### src/rtl/sync_fifo_flags.sv
// Single-clock FIFO with occupancy count, almost-full/almost-empty thresholds,
// sticky overflow/underflow errors, synchronous flush and optional FWFT read mode.
module sync_fifo_flags #(
  parameter int WIDTH     = 8,
  parameter int DEPTH     = 16,
  parameter int AF_THRESH = DEPTH - 2,
  parameter int AE_THRESH = 2,
  parameter int FWFT      = 0
) (
  input  logic                       clk,
  input  logic                       rst_n,
  input  logic                       flush,
  input  logic                       wr_en,
  input  logic [WIDTH-1:0]           wr_data,
  input  logic                       rd_en,
  output logic [WIDTH-1:0]           rd_data,
  output logic                       rd_valid,
  output logic                       full,
  output logic                       empty,
  output logic                       almost_full,
  output logic                       almost_empty,
  output logic [$clog2(DEPTH):0]     count,
  output logic                       overflow,
  output logic                       underflow
);

  localparam int AW = $clog2(DEPTH);
  localparam int PW = AW + 1;

  logic [WIDTH-1:0] mem_r [DEPTH];

  logic [PW-1:0]    wr_ptr_r, rd_ptr_r, count_r;
  logic             full_r, empty_r, af_r, ae_r;
  logic             ovf_r, unf_r, rd_valid_r;
  logic [WIDTH-1:0] rd_data_r;

  logic             wr_acc_s, rd_acc_s;
  logic [PW-1:0]    wr_ptr_nxt_s, rd_ptr_nxt_s, count_nxt_s;
  logic             full_nxt_s, empty_nxt_s, af_nxt_s, ae_nxt_s;
  logic             ovf_nxt_s, unf_nxt_s, rd_valid_nxt_s;
  logic [WIDTH-1:0] rd_data_nxt_s;
  logic [AW-1:0]    head_addr_s;

  // Next pointers, error flags and status flags from pre-edge registered state
  always_comb begin
    wr_acc_s     = wr_en & ~full_r;
    rd_acc_s     = rd_en & ~empty_r;
    wr_ptr_nxt_s = wr_ptr_r;
    rd_ptr_nxt_s = rd_ptr_r;
    ovf_nxt_s    = ovf_r;
    unf_nxt_s    = unf_r;
    if (flush) begin
      wr_ptr_nxt_s = {PW{1'b0}};
      rd_ptr_nxt_s = {PW{1'b0}};
      ovf_nxt_s    = 1'b0;
      unf_nxt_s    = 1'b0;
    end else begin
      wr_ptr_nxt_s = wr_ptr_r + {{AW{1'b0}}, wr_acc_s};
      rd_ptr_nxt_s = rd_ptr_r + {{AW{1'b0}}, rd_acc_s};
      ovf_nxt_s    = ovf_r | (wr_en & full_r);
      unf_nxt_s    = unf_r | (rd_en & empty_r);
    end
    count_nxt_s = wr_ptr_nxt_s - rd_ptr_nxt_s;
    full_nxt_s  = (wr_ptr_nxt_s[AW-1:0] == rd_ptr_nxt_s[AW-1:0]) &&
                  (wr_ptr_nxt_s[AW] != rd_ptr_nxt_s[AW]);
    empty_nxt_s = (wr_ptr_nxt_s == rd_ptr_nxt_s);
    af_nxt_s    = (count_nxt_s >= PW'(AF_THRESH));
    ae_nxt_s    = (count_nxt_s <= PW'(AE_THRESH));
  end

  // Read-side output data and valid for the selected read mode
  always_comb begin
    head_addr_s    = rd_ptr_nxt_s[AW-1:0];
    rd_data_nxt_s  = rd_data_r;
    rd_valid_nxt_s = 1'b0;
    if (flush) begin
      rd_data_nxt_s  = rd_data_r;
      rd_valid_nxt_s = 1'b0;
    end else if (FWFT != 0) begin
      rd_valid_nxt_s = ~empty_nxt_s;
      // The new head may be the word being written this very edge
      if (wr_acc_s && (wr_ptr_r[AW-1:0] == head_addr_s)) begin
        rd_data_nxt_s = wr_data;
      end else begin
        rd_data_nxt_s = mem_r[head_addr_s];
      end
    end else if (rd_acc_s) begin
      rd_data_nxt_s  = mem_r[rd_ptr_r[AW-1:0]];
      rd_valid_nxt_s = 1'b1;
    end else begin
      rd_data_nxt_s  = rd_data_r;
      rd_valid_nxt_s = 1'b0;
    end
  end

  // State and registered output update
  always_ff @(posedge clk or negedge rst_n) begin
    if (!rst_n) begin
      wr_ptr_r   <= {PW{1'b0}};
      rd_ptr_r   <= {PW{1'b0}};
      count_r    <= {PW{1'b0}};
      full_r     <= 1'b0;
      empty_r    <= 1'b1;
      af_r       <= (AF_THRESH == 0) ? 1'b1 : 1'b0;
      ae_r       <= 1'b1;
      ovf_r      <= 1'b0;
      unf_r      <= 1'b0;
      rd_valid_r <= 1'b0;
      rd_data_r  <= {WIDTH{1'b0}};
    end else begin
      wr_ptr_r   <= wr_ptr_nxt_s;
      rd_ptr_r   <= rd_ptr_nxt_s;
      count_r    <= count_nxt_s;
      full_r     <= full_nxt_s;
      empty_r    <= empty_nxt_s;
      af_r       <= af_nxt_s;
      ae_r       <= ae_nxt_s;
      ovf_r      <= ovf_nxt_s;
      unf_r      <= unf_nxt_s;
      rd_valid_r <= rd_valid_nxt_s;
      rd_data_r  <= rd_data_nxt_s;
    end
  end

  // Storage array; contents deliberately not reset
  always_ff @(posedge clk) begin
    if (wr_acc_s && !flush) begin
      mem_r[wr_ptr_r[AW-1:0]] <= wr_data;
    end
  end

  assign rd_data      = rd_data_r;
  assign rd_valid     = rd_valid_r;
  assign full         = full_r;
  assign empty        = empty_r;
  assign almost_full  = af_r;
  assign almost_empty = ae_r;
  assign count        = count_r;
  assign overflow     = ovf_r;
  assign underflow    = unf_r;

endmodule
### config.mk
export PLATFORM = sky130hd
export DESIGN_NAME = sync_fifo_flags
export DESIGN_NICKNAME = d
export VERILOG_FILES = /design/src/rtl/sync_fifo_flags.sv
export SDC_FILE = /design/constraint.sdc
export NUM_CORES = 1
export LEC_CHECK = 0
export BUFFER_PORTS_ARGS = -buffer_cell sky130_fd_sc_hd__buf_2
export CAP_MARGIN = 5
export CORE_ASPECT_RATIO = 1.2
export CORE_MARGIN = 1
export CORE_UTILIZATION = 45
export CTS_CLUSTER_DIAMETER = 30
export CTS_CLUSTER_SIZE = 20
export DETAILED_ROUTE_END_ITERATION = 16
export GPL_TIMING_DRIVEN = 0
export PLACE_DENSITY = 0.67
export SYNTH_ARGS = -nofsm -noshare
export SYNTH_HDL_FRONTEND = slang
export SYNTH_SLANG_ARGS = --single-unit
export TNS_END_PERCENT = 1
### constraint.sdc
create_clock -name clk -period 6.4 [get_ports clk]
set_input_delay 1.6 -clock clk [delete_from_list [all_inputs] [get_ports clk]]
set_output_delay 1.6 -clock clk [all_outputs]
set_load 0.005 [all_outputs]
# Word-level counts from Yosys, hierarchy flattened
# Memories as Yosys holds them, arrays and structs flattened. A register that Yosys moved wholly into a read port is not among the register bits.
# Index checks and enable logic that the tools add are counted.
[classes]
n_addsub = 3
order_cmp = 2
n_eq_ne = 3
muxes = 8
bitwise = 9
reduce_logical = 5
[op_table]
columns = ["cell", "n"]
rows = [
  ["adder 5 x 1 -> 5 bit", 2],
  ["2-to-1 mux 5 bit", 2],
  ["2-to-1 mux 1 bit", 6],
  ["== test 5 bit", 1],
  [">= comparator 5 x 4 -> 1 bit (second input constant)", 1],
  ["<= comparator 5 x 2 -> 1 bit (second input constant)", 1],
  ["subtractor 5 bit", 1],
  ["bitwise AND 1 bit", 4],
  ["== test 4 bit", 1],
  ["inverter 1 bit", 3],
  ["logical AND 1 bit", 2],
  ["logical NOT 1 bit", 2],
  ["bitwise OR 1 bit", 2],
  ["AND reduction 2 bit", 1],
  ["inequality test 1 bit", 1],
]
[word_totals]
ff_bits = 22
ram_bits = 128
inputBits = 13
output_inout_bits = 20
elab_cells = 41
n_memories = 1
[memory_table]
columns = ["name", "depth", "width", "read_ports", "rd_ports_with_merged_regs", "wr", "line", "source"]
rows = [
  ["mem_r", 16, 8, 1, 1, 1, "30", "logic [WIDTH-1:0] mem_r [DEPTH];"],
]

# Depth between registers and ports, before layout
# Gate-level depths: netlist of run 1.
[depth]
ltp_word = 6
ltp_mapped = 10
mapped_depth_nobuf = 10

# Worst setup path after synthesis of run 1
# Ideal clock, no wire load.
[synth_path]
kind = "input to register"
start = "in wr_en"
end = "reg af_r (netlist: almost_full)"
setup_time_ps = 120
arrival_time_ps = 3540
required_ps = 6280
setup_slack_ps = 2740
stages = 9
path_buffers = 0
cell_sequence = "nor2b_1 -> ha_1 -> ha_1 -> nor2b_1 -> fa_1 -> a21o_1 -> a21oi_1 -> xnor3_1 -> a31o_1"
[synth_between]
elab_chain_cells = 5
[synth_rtl]
columns = ["element", "line", "source"]
rows = [
  ["start, declared", "13", "input logic wr_en,"],
  ["bitwise AND 1 bit", "46", "wr_acc_s = wr_en & ~full_r;"],
  ["adder 5 x 1 -> 5 bit", "58", "wr_ptr_nxt_s = wr_ptr_r + {{AW{1'b0}}, wr_acc_s};"],
  ["2-to-1 mux 5 bit", "52", "if (flush) begin"],
  ["named net wr_ptr_nxt_s[1]", "38", "logic [PW-1:0] wr_ptr_nxt_s, rd_ptr_nxt_s, count_nxt_s;"],
  ["subtractor 5 bit", "63", "count_nxt_s = wr_ptr_nxt_s - rd_ptr_nxt_s;"],
  ["named net count_nxt_s[4]", "38", ""],
  [">= comparator 5 x 4 -> 1 bit", "67", "af_nxt_s = (count_nxt_s >= PW'(AF_THRESH));"],
  ["named net af_nxt_s", "39", "logic full_nxt_s, empty_nxt_s, af_nxt_s, ae_nxt_s;"],
  ["end signal, assigned", "104", "af_r <= (AF_THRESH == 0) ? 1'b1 : 1'b0;"],
  ["end signal, assigned", "116", "af_r <= af_nxt_s;"],
  ["end, declared", "33", "logic full_r, empty_r, af_r, ae_r;"],
]
# The timed path passes the listed nets, and every way through them passes these cells.

# Final worst setup path of run 1
[layout_path]
start = "in wr_en"
end = "reg ae_r (netlist: almost_empty)"
[layout_between]
elab_chain_cells = 5
[layout_rtl]
columns = ["element", "line", "source"]
rows = [
  ["bitwise AND 1 bit", "46", ""],
  ["adder 5 x 1 -> 5 bit", "58", ""],
  ["2-to-1 mux 5 bit", "52", ""],
  ["named net wr_ptr_nxt_s[1]", "38", ""],
  ["subtractor 5 bit", "63", ""],
  ["named net count_nxt_s[4]", "38", ""],
  ["<= comparator 5 x 2 -> 1 bit", "68", "ae_nxt_s = (count_nxt_s <= PW'(AE_THRESH));"],
  ["named net ae_nxt_s", "39", ""],
  ["end signal, assigned", "117", "ae_r <= ae_nxt_s;"],
  ["end, declared", "33", ""],
]
# The timed path passes the listed nets, and every way through them passes these cells.

==> insert_results.sql, run 1 <==
INSERT INTO impl_metrics (metric_group, metric, value, unit) VALUES
('logic_synthesis', 'synth_enable_flop_cells', '128', ''),
('detailed_routing', 'num_vias', '3143', ''),
('setup_path', 'worst_setup_path_start_kind', 'input port', ''),
('logic_synthesis', 'top_cells_by_area_in_the_synthesized_netlist', 'sky130_fd_sc_hd__edfxtp_1, sky130_fd_sc_hd__dfrtp_1, sky130_fd_sc_hd__mux4_1', ''),
('detailed_routing', 'average_wire_per_standard_cell', '20.8', 'um'),
('grt', 'global_route.overflow_total', '0', ''),
('clock_tree', 'cts_repair_resize_count', '0', ''),
('sta', 'timing.max_slew.rel_slack', '38.1', '%'),
('worst_hold_path', 'worst_min_delay_path_category', 'flop to flop', ''),
('run_status', 'outcome', 'completed', ''),
('logic_synthesis', 'yosysWarnings', '0', ''),
('sta', 'drv_slew', '0', ''),
('sta', 'final_hold_viol_count', '0', ''),
('job', 'timing.max_cap.violations', '0', ''),
('setup_path', 'worst_ep_arrival_time', '3.84', 'ns'),
('logic_synthesis', 'synth_compound_area_share', '2.72', '%'),
('logic_synthesis', 'synth-seq-cells', '158', ''),
('finish', 'syn_to_final_growth', '15.8', '%'),
('grt', 'number_of_antenna_violations_at_the_first_check_in_global_routing', '0', ''),
('logic_synthesis', 'synth_mux_area_share', '15.2', '%'),
('grt', 'global_route.usage.total', '17.4', '%'),
('setup_path', 'path_class', 'input port to flop', ''),
('clock_tree', 'clk_pin_slew_worst_paths', '0.06', 'ns'),
('power_and_ir_drop', 'leakage', '2.65', 'nW'),
('logic_synthesis', 'synth_simple_gate_area_share', '4.29', '%'),
('clock_tree', 'numClockSinks', '158', ''),
('setup_path', 'endpoint_kind', 'flop', ''),
('grt', 'vias_in_the_first_global_route', '3308', ''),
('detailed_routing', 'post-route-drc-count', '0', ''),
('detailed_routing', 'detail_route.iter0.violations', '171', ''),
('floorplanning', 'die_x', '110', 'um'),
('detailed_routing', 'routed_wirelength', '11800', 'um'),
('setup_path', 'critical_path.max_fanout', '3', ''),
('power_and_ir_drop', 'vdd_drop_max', '0.000202', 'V'),
('sta', 'fin_setup_tns', '0', 'ns'),
('floorplanning', 'row_count', '47', ''),
('sta', 'worst_clock_skew', '0.00650', 'ns'),
('logic_synthesis', 'synth_top_area_share', '60.5', '%'),
('sta', 'period_utilization', '55.2', '%'),
('logic_synthesis', 'synth.yosys.seq_area_share', '72.4', '%'),
('clock_tree', 'clock_tree_from_tritoncts', 'done', ''),
('placed_design', 'port-buffer-count', '32', ''),
('floorplanning', 'floorplan.initialDensity', '46.2', '%'),
('power_and_ir_drop', 'pwr_density_cell', '349', 'nW/um^2'),
('logic_synthesis', 'synth_flop_cell', 'sky130_fd_sc_hd__edfxtp_1', ''),
('power_and_ir_drop', 'switching_share', '22.2', '%'),
('floorplanning', 'die_height', '132', 'um'),
('detailed_routing', 'drt-vias-per-instance', '5.52', ''),
('clock_tree', 'tritoncts.num_buffers', '17', ''),
('logic_synthesis', 'post_synth_instance_area', '6350', 'um^2'),
('logic_synthesis', 'postSynthCellCount', '332', ''),
('sta', 'finalSetupViolations', '0', ''),
('placed_design', 'gp_congestion', '0.740', ''),
('detailed_routing', 'detail-route-antenna-nets', '0', ''),
('clock_tree', 'h_tree_depth', '4', ''),
('floorplanning', 'io_pins', '33', ''),
('floorplanning', 'dieArea', '14600', 'um^2'),
('logic_synthesis', 'post_synth.cell_area_avg', '19.1', 'um^2'),
('logic_synthesis', 'synth_cell_types', '39', ''),
('grt', 'grt_pass1_wl', '18300', 'um'),
('power_and_ir_drop', 'pwr-share-seq', '46.9', '%'),
('sta', 'rsz_0062_raised_after_global_routing', 'false', ''),
('placed_design', 'detailed_place_hpwl', '7730', 'um'),
('finish', 'final_net_count', '407', ''),
('power_and_ir_drop', 'switchingPower', '0.570', 'mW'),
('setup_path', 'cp_cell_sequence', 'buf_2 -> nor2b_1 -> ha_1 -> ha_1 -> nor2b_1 -> fa_1 -> a21o_1 -> a21oi_1 -> xnor3_1 -> a2111oi_2', ''),
('logic_synthesis', 'synth_top_family_by_area', 'multiplexers', ''),
('logic_synthesis', 'synth_largest_area_cell', 'sky130_fd_sc_hd__edfxtp_1', ''),
('finish', 'antenna_cells_inserted', '0', ''),
('clock_tree', 'clk_root_buffer_cell', 'sky130_fd_sc_hd__clkbuf_16', ''),
('clock_tree', 'cts_buffer_depth', '2', '');
[power groups by stage]
| stage | sequential [mW] | combinational, mW | clock (mW) |
|---|---|---|---|
| after floorplan | 1.22 | 0.216 | 0 |
| after global placement | 1.22 | 0.335 | 0 |
| after detailed placement | 1.22 | 0.343 | 0 |
| after CTS | 1.20 | 0.344 | 1.04 |
| after global routing | 1.21 | 0.370 | 1.08 |
| final | 1.20 | 0.337 | 1.02 |
[synthesized netlist by cell type, types with 2 or more instances]
cell / n
sky130_fd_sc_hd__edfxtp_1: 128
sky130_fd_sc_hd__clkbuf_1: 3
sky130_fd_sc_hd__nand2b_1: 5
sky130_fd_sc_hd__xor2_1: 5
sky130_fd_sc_hd__xnor2_1: 2
sky130_fd_sc_hd__nor2_1: 23
sky130_fd_sc_hd__or3b_2: 2
sky130_fd_sc_hd__nand3_1: 6
sky130_fd_sc_hd__o21ai_1: 4
sky130_fd_sc_hd__mux2i_1: 10
sky130_fd_sc_hd__a21oi_1: 4
sky130_fd_sc_hd__mux4_2: 13
sky130_fd_sc_hd__buf_2: 4
sky130_fd_sc_hd__o21ai_0: 5
sky130_fd_sc_hd__nand2_1: 5
sky130_fd_sc_hd__ha_1: 8
sky130_fd_sc_hd__a22oi_1: 9
sky130_fd_sc_hd__inv_1: 10
sky130_fd_sc_hd__buf_4: 3
sky130_fd_sc_hd__mux2_2: 10
sky130_fd_sc_hd__mux4_1: 17
sky130_fd_sc_hd__nor3_1: 4
sky130_fd_sc_hd__dfstp_2: 2
sky130_fd_sc_hd__nor2b_1: 8
sky130_fd_sc_hd__dfrtp_1: 28
[state kept, by name, summed over array words and instances (netlist names)]
name,flops
underflow,1
full,1
wr_ptr_r,5
rd_valid,1
empty,1
count,5
overflow,1
almost_empty,1
rd_data,8
rd_ptr_r,5
mem_r,128
almost_full,1
[worst max-delay path, delay by kind of cell]
kind / cells / cell delay [ns]
compound gates: 3 / 0.60
xor+xnor: 1 / 0.29
fa+ha+maj: 3 / 0.94
buf+inv: 1 / 0.11
simple gates: 2 / 0.30
[area by class of cell]
class / instances / area (um^2) / area share, %
Buffer: 14 / 104 / 1.41
Clock buffer: 19 / 433 / 5.88
Clock inverter: 13 / 171 / 2.33
Inverter: 10 / 37.5 / 0.510
Multi-Input combinational cell: 150 / 1630 / 22.1
Sequential cell: 158 / 4600 / 62.5
Tap cell: 171 / 214 / 2.91
Timing Repair Buffer: 34 / 175 / 2.38
[stage by stage]
stage	power, mW	worst slack [ns]	cells	utilization (%)	hold slack [ns]
6_report	2.56	2.87	569	53.5	0.500
4_1_cts	2.59	2.86	569	53.5	0.501
3_5_place_dp	1.57	2.42	537	49.1	0.485
2_1_floorplan	1.44	2.74	332	-	0.486
5_1_grt	2.66	2.68	569	53.5	0.520
3_3_place_gp	1.55	2.27	535	48.9	0.481
[logic make-up after synthesis]
group           after synthesis
compound gates               26
xor+xnor                      8
fa+ha+maj                     9
buf+inv                      24
flops                       158
mux                          51
simple gates                 56
[path summary, 6_finish.rpt]
kind / from / end / slack (ns) / cells after the start
worst max-delay path: wr_en / almost_empty / 2.87 / 10
min in group asynchronous: rst_n / underflow / 1.23 / 1
worst max register to register: rd_ptr_r[2] / almost_empty / 3.43 / 9
max in group asynchronous: rst_n / count[2] / 4.72 / 1
worst min-delay path: overflow / overflow / 0.50 / 2
worst min register to register: overflow / overflow / 0.50 / 2
[per-layer routing]
metal / GRT usage [%] / vias up / share of wire, %
li1: - / 1427 / -
met1: 20.3 / 1618 / 41
met2: 29.9 / 81 / 53
met3: 4.83 / 17 / 4.1
met4: 7.78 / 0 / 1.6
met5: 0 / - / 0
No activity file was read; power rests on OpenSTA's default activity.
==> run 2: changes to the inputs <==
==> constraint.sdc (replaced) <==
create_clock -name clk -period 3.5 [get_ports clk]
set_input_delay 0.875 -clock clk [delete_from_list [all_inputs] [get_ports clk]]
set_output_delay 0.875 -clock clk [all_outputs]
set_load 0.005 [all_outputs]
==> run 2 against run 1 <==
Compared with the run above:
- combinational power grew 83%
- cell area stayed put
- register-to-register slack got worse by 2.9 ns
- highest routed layer unchanged
- clock skew is 0.00061 ns lower
- non-clock buffer count unchanged
- critical endpoint unchanged
- worst hold slack about the same
- global-route usage barely moved
- critical path depth down 1
==> insert_results.sql, run 2 (same netlist as run 1, synthesis figures left out) <==
INSERT INTO impl_metrics (metric_group, metric, value, unit) VALUES
('sta', 'hold_slack', '0.500', 'ns'),
('grt', 'grt_pass1_wl', '18300', 'um'),
('power_and_ir_drop', 'pwr_density_cell', '637', 'nW/um^2'),
('floorplanning', 'dieArea', '14600', 'um^2'),
('sta', 'final_hold_viol_count', '0', ''),
('worst_hold_path', 'worst_min_delay_path_category', 'flop to flop', ''),
('setup_path', 'worst_setup_path_start_kind', 'flop', ''),
('grt', 'number_of_antenna_violations_at_the_first_check_in_global_routing', '0', ''),
('detailed_routing', 'met2_length', '6250', 'um'),
('floorplanning', 'row_count', '47', ''),
('sta', 'drv_slew', '0', ''),
('floorplanning', 'io_pins', '33', ''),
('clock_tree', 'post-cts-setup-buffers', '0', ''),
('finish', 'proportion_of_layout_cells_with_a_drive_suffix_above_1', '26.4', '%'),
('finish', 'final_net_count', '407', ''),
('sta', 'rsz_0062_raised_after_global_routing', 'false', ''),
('detailed_routing', 'met3_wirelength', '524', 'um'),
('setup_path', 'critPathSlowestCell', 'sky130_fd_sc_hd__clkbuf_1', ''),
('clock_tree', 'tritoncts.num_buffers', '17', ''),
('grt', 'global_route.overflow_total', '0', ''),
('finish', 'n_fill_cell', '1106', ''),
('setup_path', 'cp_cell_sequence', 'clkbuf_1 -> buf_2 -> xor2_1 -> nand2b_1 -> ha_1 -> a21o_1 -> a21oi_1 -> xnor3_1 -> a2111oi_2', ''),
('detailed_routing', 'top_layer_used', 'met4', ''),
('power_and_ir_drop', 'power.total', '4.69', 'mW'),
('clock_tree', 'clk_pin_slew_worst_paths', '0.06', 'ns'),
('grt', 'maximum_number_of_pins_on_one_net_before_global_route_repair', '31', ''),
('detailed_routing', 'drt-vias-per-instance', '5.52', ''),
('setup_path', 'endpoint_kind', 'flop', ''),
('floorplanning', 'die_x', '110', 'um'),
('finish', 'finalNonFillerCells', '569', ''),
('placed_design', 'gp_congestion', '0.740', ''),
('clock_tree', 'worst_skew_late_latency', '0.41', 'ns'),
('floorplanning', 'die_height', '132', 'um'),
('sta', 'timing.max_slew.rel_slack', '36.4', '%'),
('placed_design', 'dp_cells', '537', ''),
('sta', 'timing.fmax', '0.336', 'GHz'),
('floorplanning', 'placeableCoreArea', '13800', 'um^2'),
('clock_tree', 'numClockSinks', '158', ''),
('sta', 'min_period', '2.97', 'ns'),
('floorplanning', 'floorplan.initialDensity', '46.2', '%'),
('placed_design', 'port-buffer-count', '32', ''),
('power_and_ir_drop', 'leakage', '2.65', 'nW'),
('placed_design', 'detailed_place_hpwl', '7730', 'um'),
('grt', 'global_route.usage.total', '17.4', '%'),
('detailed_routing', 'routed_wirelength', '11800', 'um'),
('finish', 'final_core_utilization', '53.5', '%'),
('clock_tree', 'cts_repair_resize_count', '0', ''),
('sta', 'fin_setup_tns', '0', 'ns'),
('clock_tree', 'clk_root_buffer_cell', 'sky130_fd_sc_hd__clkbuf_16', ''),
('detailed_routing', 'num_vias', '3139', ''),
('finish', 'antenna_cells_inserted', '0', ''),
('finish', 'flip_flop_count_of_the_largest_register_after_layout', '128', ''),
('clock_tree', 'h_tree_depth', '4', ''),
('run_status', 'outcome', 'completed', ''),
('setup_path', 'critical_path.max_fanout', '10', ''),
('power_and_ir_drop', 'vdd_drop_max', '0.000370', 'V'),
('sta', 'worst_clock_skew', '0.00589', 'ns'),
('detailed_routing', 'detail_route.first_pass.iterations', '4', ''),
('finish', 'layout.cells.most_common_list', 'sky130_fd_sc_hd__edfxtp_1, sky130_fd_sc_hd__buf_2, sky130_fd_sc_hd__dfrtp_1, sky130_fd_sc_hd__nor2_1', ''),
('setup_path', 'worst_path_largest_cell_delay', '0.51', 'ns'),
('detailed_routing', 'wirelength_met1', '4770', 'um'),
('detailed_routing', 'detail_route.iter0.violations', '183', ''),
('clock_tree', 'cts_hold_buf', '0', ''),
('clock_tree', 'clock_tree_from_tritoncts', 'done', ''),
('finish', 'syn_to_final_growth', '15.8', '%'),
('setup_path', 'worst_ep_arrival_time', '3.28', 'ns'),
('sta', 'period_utilization', '85.0', '%'),
('setup_path', 'required', '3.80', 'ns'),
('sta', 'worst_pin_slew', '0.950', 'ns'),
('finish', 'layout.cells.most_common', 'sky130_fd_sc_hd__edfxtp_1', ''),
('job', 'timing.max_cap.violations', '0', ''),
('grt', 'vias_in_the_first_global_route', '3297', ''),
('detailed_routing', 'average_wire_per_standard_cell', '20.7', 'um'),
('detailed_routing', 'post-route-drc-count', '0', ''),
('sta', 'finalSetupViolations', '0', ''),
('clock_tree', 'cts_buffer_depth', '2', ''),
('detailed_routing', 'detail-route-antenna-nets', '0', ''),
('setup_path', 'path_class', 'flop to flop', '');
## run 2: cell counts in the layout (fill, tap and decap cells not counted)
Identical to the previous run, type by type.
## run 2: per-layer routing
| metal | track usage (%) | vias to the layer above |
|---|---|---|
| met2 | 29.9 | 91 |
| met4 | 7.48 | 0 |
| met3 | 4.87 | 20 |
| met5 | 0 | - |
| li1 | - | 1426 |
| met1 | 20.4 | 1602 |
## run 2: metrics by stage
stage | setup slack (ns) | cell area, um^2
global route | 0.322 | 7360
CTS | 0.502 | 7360
detailed placement | 0.244 | 6750
floorplan | 0.565 | 6350
finish | 0.525 | 7360
global placement | 0.0920 | 6730
## run 2: path summary, 6_finish.rpt
| kind | start | endpoint | slack (ns) | depth (start not counted) |
|---|---|---|---|---|
| min reg2reg | overflow | overflow | 0.50 | 2 |
| max reg2reg | rd_ptr_r[2] | almost_empty | 0.53 | 9 |
| min in group asynchronous | rst_n | rd_valid | 0.51 | 1 |
| max in group asynchronous | rst_n | rd_data[2] | 2.54 | 1 |
| max | rd_ptr_r[2] | almost_empty | 0.53 | 9 |
| min | overflow | overflow | 0.50 | 2 |
## run 2: cell type report
class / instances / area, um^2 / share of cell area, %
Sequential cell: 158 / 4600 / 62.5
Multi-Input combinational cell: 150 / 1630 / 22.1
Clock buffer: 19 / 433 / 5.88
Tap cell: 171 / 214 / 2.91
Timing Repair Buffer: 34 / 175 / 2.38
Clock inverter: 13 / 171 / 2.33
Buffer: 14 / 104 / 1.41
Inverter: 10 / 37.5 / 0.510
## run 2: critical path: cells and delay by family, from the launching register on
kind	cells	cell delay (ns)
buffers and inverters	2	0.94
AOI/OAI and AO/OA	3	0.59
xor gates and xnor gates	2	0.49
DFF	1	0.39
adders and majority gates	1	0.35
and+or+nand+nor	1	0.09
## run 2: power by group
group          switching (mW)  internal, mW  total (mW)
clock                   0.688          1.18        1.87
sequential             0.0540          2.14        2.20
combinational           0.298         0.319       0.617
total                    1.04          3.65        4.69
==> run 3: changes to the inputs <==
==> constraint.sdc (replaced) <==
create_clock -name clk -period 3 [get_ports clk]
set_input_delay 0.75 -clock clk [delete_from_list [all_inputs] [get_ports clk]]
set_output_delay 0.75 -clock clk [all_outputs]
set_load 0.005 [all_outputs]
==> run 3 against run 2 <==
Compared with the run above:
- final cell count unchanged
- sequential power grew 17%
- combinational power rose by 17%
- count of clock-buffer cells in the layout unchanged
- first-iteration DRC count grew 6.0%
- register-to-register slack got worse by 0.24 ns
- die area unchanged
- worst hold slack worse by 0.12 ns
- routed wire length fell by 0.24%
- worst setup slack got worse by 0.24 ns
- global-route usage stayed put
- largest cell class unchanged
- highest routed layer unchanged
==> insert_results.sql, run 3 (same netlist as run 1, synthesis figures left out) <==
INSERT INTO impl_metrics (metric_group, metric, value, unit) VALUES
('run_status', 'outcome', 'completed', ''),
('detailed_routing', 'detail_route.iter0.violations', '194', ''),
('detailed_routing', 'routed_wirelength', '11700', 'um'),
('setup_path', 'required', '3.30', 'ns'),
('setup_path', 'critical_path.max_fanout', '10', ''),
('power_and_ir_drop', 'power.total', '5.46', 'mW'),
('floorplanning', 'die_x', '110', 'um'),
('clock_tree', 'cts_buffer_depth', '2', ''),
('detailed_routing', 'detail-route-antenna-nets', '0', ''),
('clock_tree', 'h_tree_depth', '4', ''),
('floorplanning', 'floorplan.initialDensity', '46.2', '%'),
('floorplanning', 'placeableCoreArea', '13800', 'um^2'),
('clock_tree', 'tritoncts.num_buffers', '17', ''),
('grt', 'global_route.overflow_total', '0', ''),
('finish', 'finalNonFillerCells', '569', ''),
('sta', 'finalSetupViolations', '0', ''),
('setup_path', 'critical_path.reg2reg.startpoint', 'rd_ptr_r[2]', ''),
('sta', 'timing.final.ws_setup', '0.285', 'ns'),
('sta', 'timing.fmax', '0.368', 'GHz'),
('clock_tree', 'cts_hold_buf', '0', ''),
('finish', 'final_core_utilization', '53.5', '%'),
('placed_design', 'pre_cts_slack', '-0.131', 'ns'),
('setup_path', 'worst_setup_path_start_kind', 'flop', ''),
('setup_path', 'worstReg2RegEnd', 'almost_empty', ''),
('detailed_routing', 'post-route-drc-count', '0', ''),
('finish', 'syn_to_final_growth', '15.8', '%'),
('detailed_routing', 'average_wire_per_standard_cell', '20.6', 'um'),
('grt', 'vias_in_the_first_global_route', '3297', ''),
('setup_path', 'reg2reg_depth', '9', ''),
('sta', 'hold_slack', '0.381', 'ns'),
('grt', 'number_of_antenna_violations_at_the_first_check_in_global_routing', '0', ''),
('sta', 'timing.max_slew.rel_slack', '38.7', '%'),
('detailed_routing', 'drt-vias-per-instance', '5.51', ''),
('placed_design', 'port-buffer-count', '32', ''),
('finish', 'layout.cells.most_common', 'sky130_fd_sc_hd__edfxtp_1', ''),
('finish', 'design_area', '7360', 'um^2'),
('clock_tree', 'clock_tree_from_tritoncts', 'done', ''),
('power_and_ir_drop', 'pwr_density_cell', '743', 'nW/um^2'),
('finish', 'final_net_count', '407', ''),
('power_and_ir_drop', 'vdd_drop_max', '0.000431', 'V'),
('floorplanning', 'die_height', '132', 'um'),
('setup_path', 'worst-r2r-setup-slack', '0.28', 'ns'),
('placed_design', 'detailed_place_hpwl', '7730', 'um'),
('setup_path', 'worst_ep_arrival_time', '3.02', 'ns'),
('detailed_routing', 'num_vias', '3133', ''),
('sta', 'final_hold_viol_count', '0', ''),
('placed_design', 'dp_cells', '537', ''),
('sta', 'worst_pin_slew', '0.916', 'ns'),
('setup_path', 'endpoint_kind', 'flop', ''),
('job', 'timing.max_cap.violations', '0', ''),
('sta', 'worst_clock_skew', '0.00979', 'ns'),
('grt', 'maximum_number_of_pins_on_one_net_before_global_route_repair', '31', ''),
('finish', 'antenna_cells_inserted', '0', ''),
('placed_design', 'post_dp_cell_area', '6750', 'um^2'),
('clock_tree', 'clk_pin_slew_worst_paths', '0.06', 'ns'),
('sta', 'min_period', '2.72', 'ns'),
('sta', 'fin_setup_tns', '0', 'ns'),
('clock_tree', 'clk_root_buffer_cell', 'sky130_fd_sc_hd__clkbuf_16', ''),
('placed_design', 'gp_congestion', '0.740', ''),
('power_and_ir_drop', 'leakage', '2.66', 'nW'),
('grt', 'global_route.usage.total', '17.4', '%'),
('sta', 'rsz_0062_raised_after_global_routing', 'false', ''),
('finish', 'flip_flop_count_of_the_largest_register_after_layout', '128', ''),
('sta', 'drv_slew', '0', ''),
('clock_tree', 'numClockSinks', '158', ''),
('finish', 'layout.cells.most_common_list', 'sky130_fd_sc_hd__edfxtp_1, sky130_fd_sc_hd__buf_2, sky130_fd_sc_hd__dfrtp_1, sky130_fd_sc_hd__nor2_1', ''),
('grt', 'grt_pass1_wl', '18300', 'um'),
('finish', 'n_fill_cell', '1105', ''),
('clock_tree', 'worst_skew_late_latency', '0.42', 'ns'),
('setup_path', 'path_class', 'flop to flop', ''),
('floorplanning', 'io_pins', '33', ''),
('detailed_routing', 'detail_route.first_pass.iterations', '4', ''),
('worst_hold_path', 'worst_min_delay_path_category', 'input port to async pin', ''),
('floorplanning', 'dieArea', '14600', 'um^2'),
('sta', 'period_utilization', '90.5', '%'),
('finish', 'proportion_of_layout_cells_with_a_drive_suffix_above_1', '26.6', '%'),
('floorplanning', 'row_count', '47', '');
[run 3: metal layers]
metal	wire [um]	up-vias	track usage (%)
li1	-	1427	-
met1	4840	1610	20.4
met2	6230	77	29.9
met3	462	19	4.87
met4	209	0	7.48
met5	0	-	0
[run 3: report_power, final]
group	leakage (nW)	switching (mW)	total, mW	internal (mW)
Combinational	0.822	0.346	0.719	0.373
Clock	0.290	0.800	2.18	1.38
Sequential	1.54	0.0631	2.57	2.50
Total	2.66	1.21	5.46	4.25
[run 3: worst max-delay path by stage]
stage,startpoint,endpoint,slack (ns)
4_1_cts,rd_ptr_r[2],almost_empty,0.002
3_5_place_dp,wr_en,almost_empty,-0.13
6_report,rd_ptr_r[2],almost_empty,0.28
5_1_grt,rd_ptr_r[2],almost_empty,0.09
2_1_floorplan,wr_en,almost_full,0.19
3_3_place_gp,flush,mem_r[0][0],-0.28
[run 3: repair_timing]
action,CTS,global route
resized for setup,0,2
buffers inserted,0,0
setup endpoints to repair,0,2
hold endpoints to repair,0,0
[run 3: area by class of cell]
class,instances,area (um^2),share of cell area [%]
Clock buffer,19,433,5.88
Tap cell,171,214,2.91
Sequential cell,158,4600,62.5
Multi-Input combinational cell,150,1630,22.1
Inverter,10,37.5,0.510
Buffer,14,105,1.43
Clock inverter,13,171,2.33
Timing Repair Buffer,34,175,2.38
[run 3: worst max-delay path, cell delays in order, from the launching register on]
cell and delay (ns):
sky130_fd_sc_hd__dfrtp_1 0.40, sky130_fd_sc_hd__clkbuf_2 0.31, sky130_fd_sc_hd__buf_2 0.37, sky130_fd_sc_hd__xor2_1 0.20, sky130_fd_sc_hd__nand2b_1 0.09, sky130_fd_sc_hd__ha_1 0.35
sky130_fd_sc_hd__a21o_1 0.18, sky130_fd_sc_hd__a21oi_1 0.16, sky130_fd_sc_hd__xnor3_1 0.29, sky130_fd_sc_hd__a2111oi_2 0.25
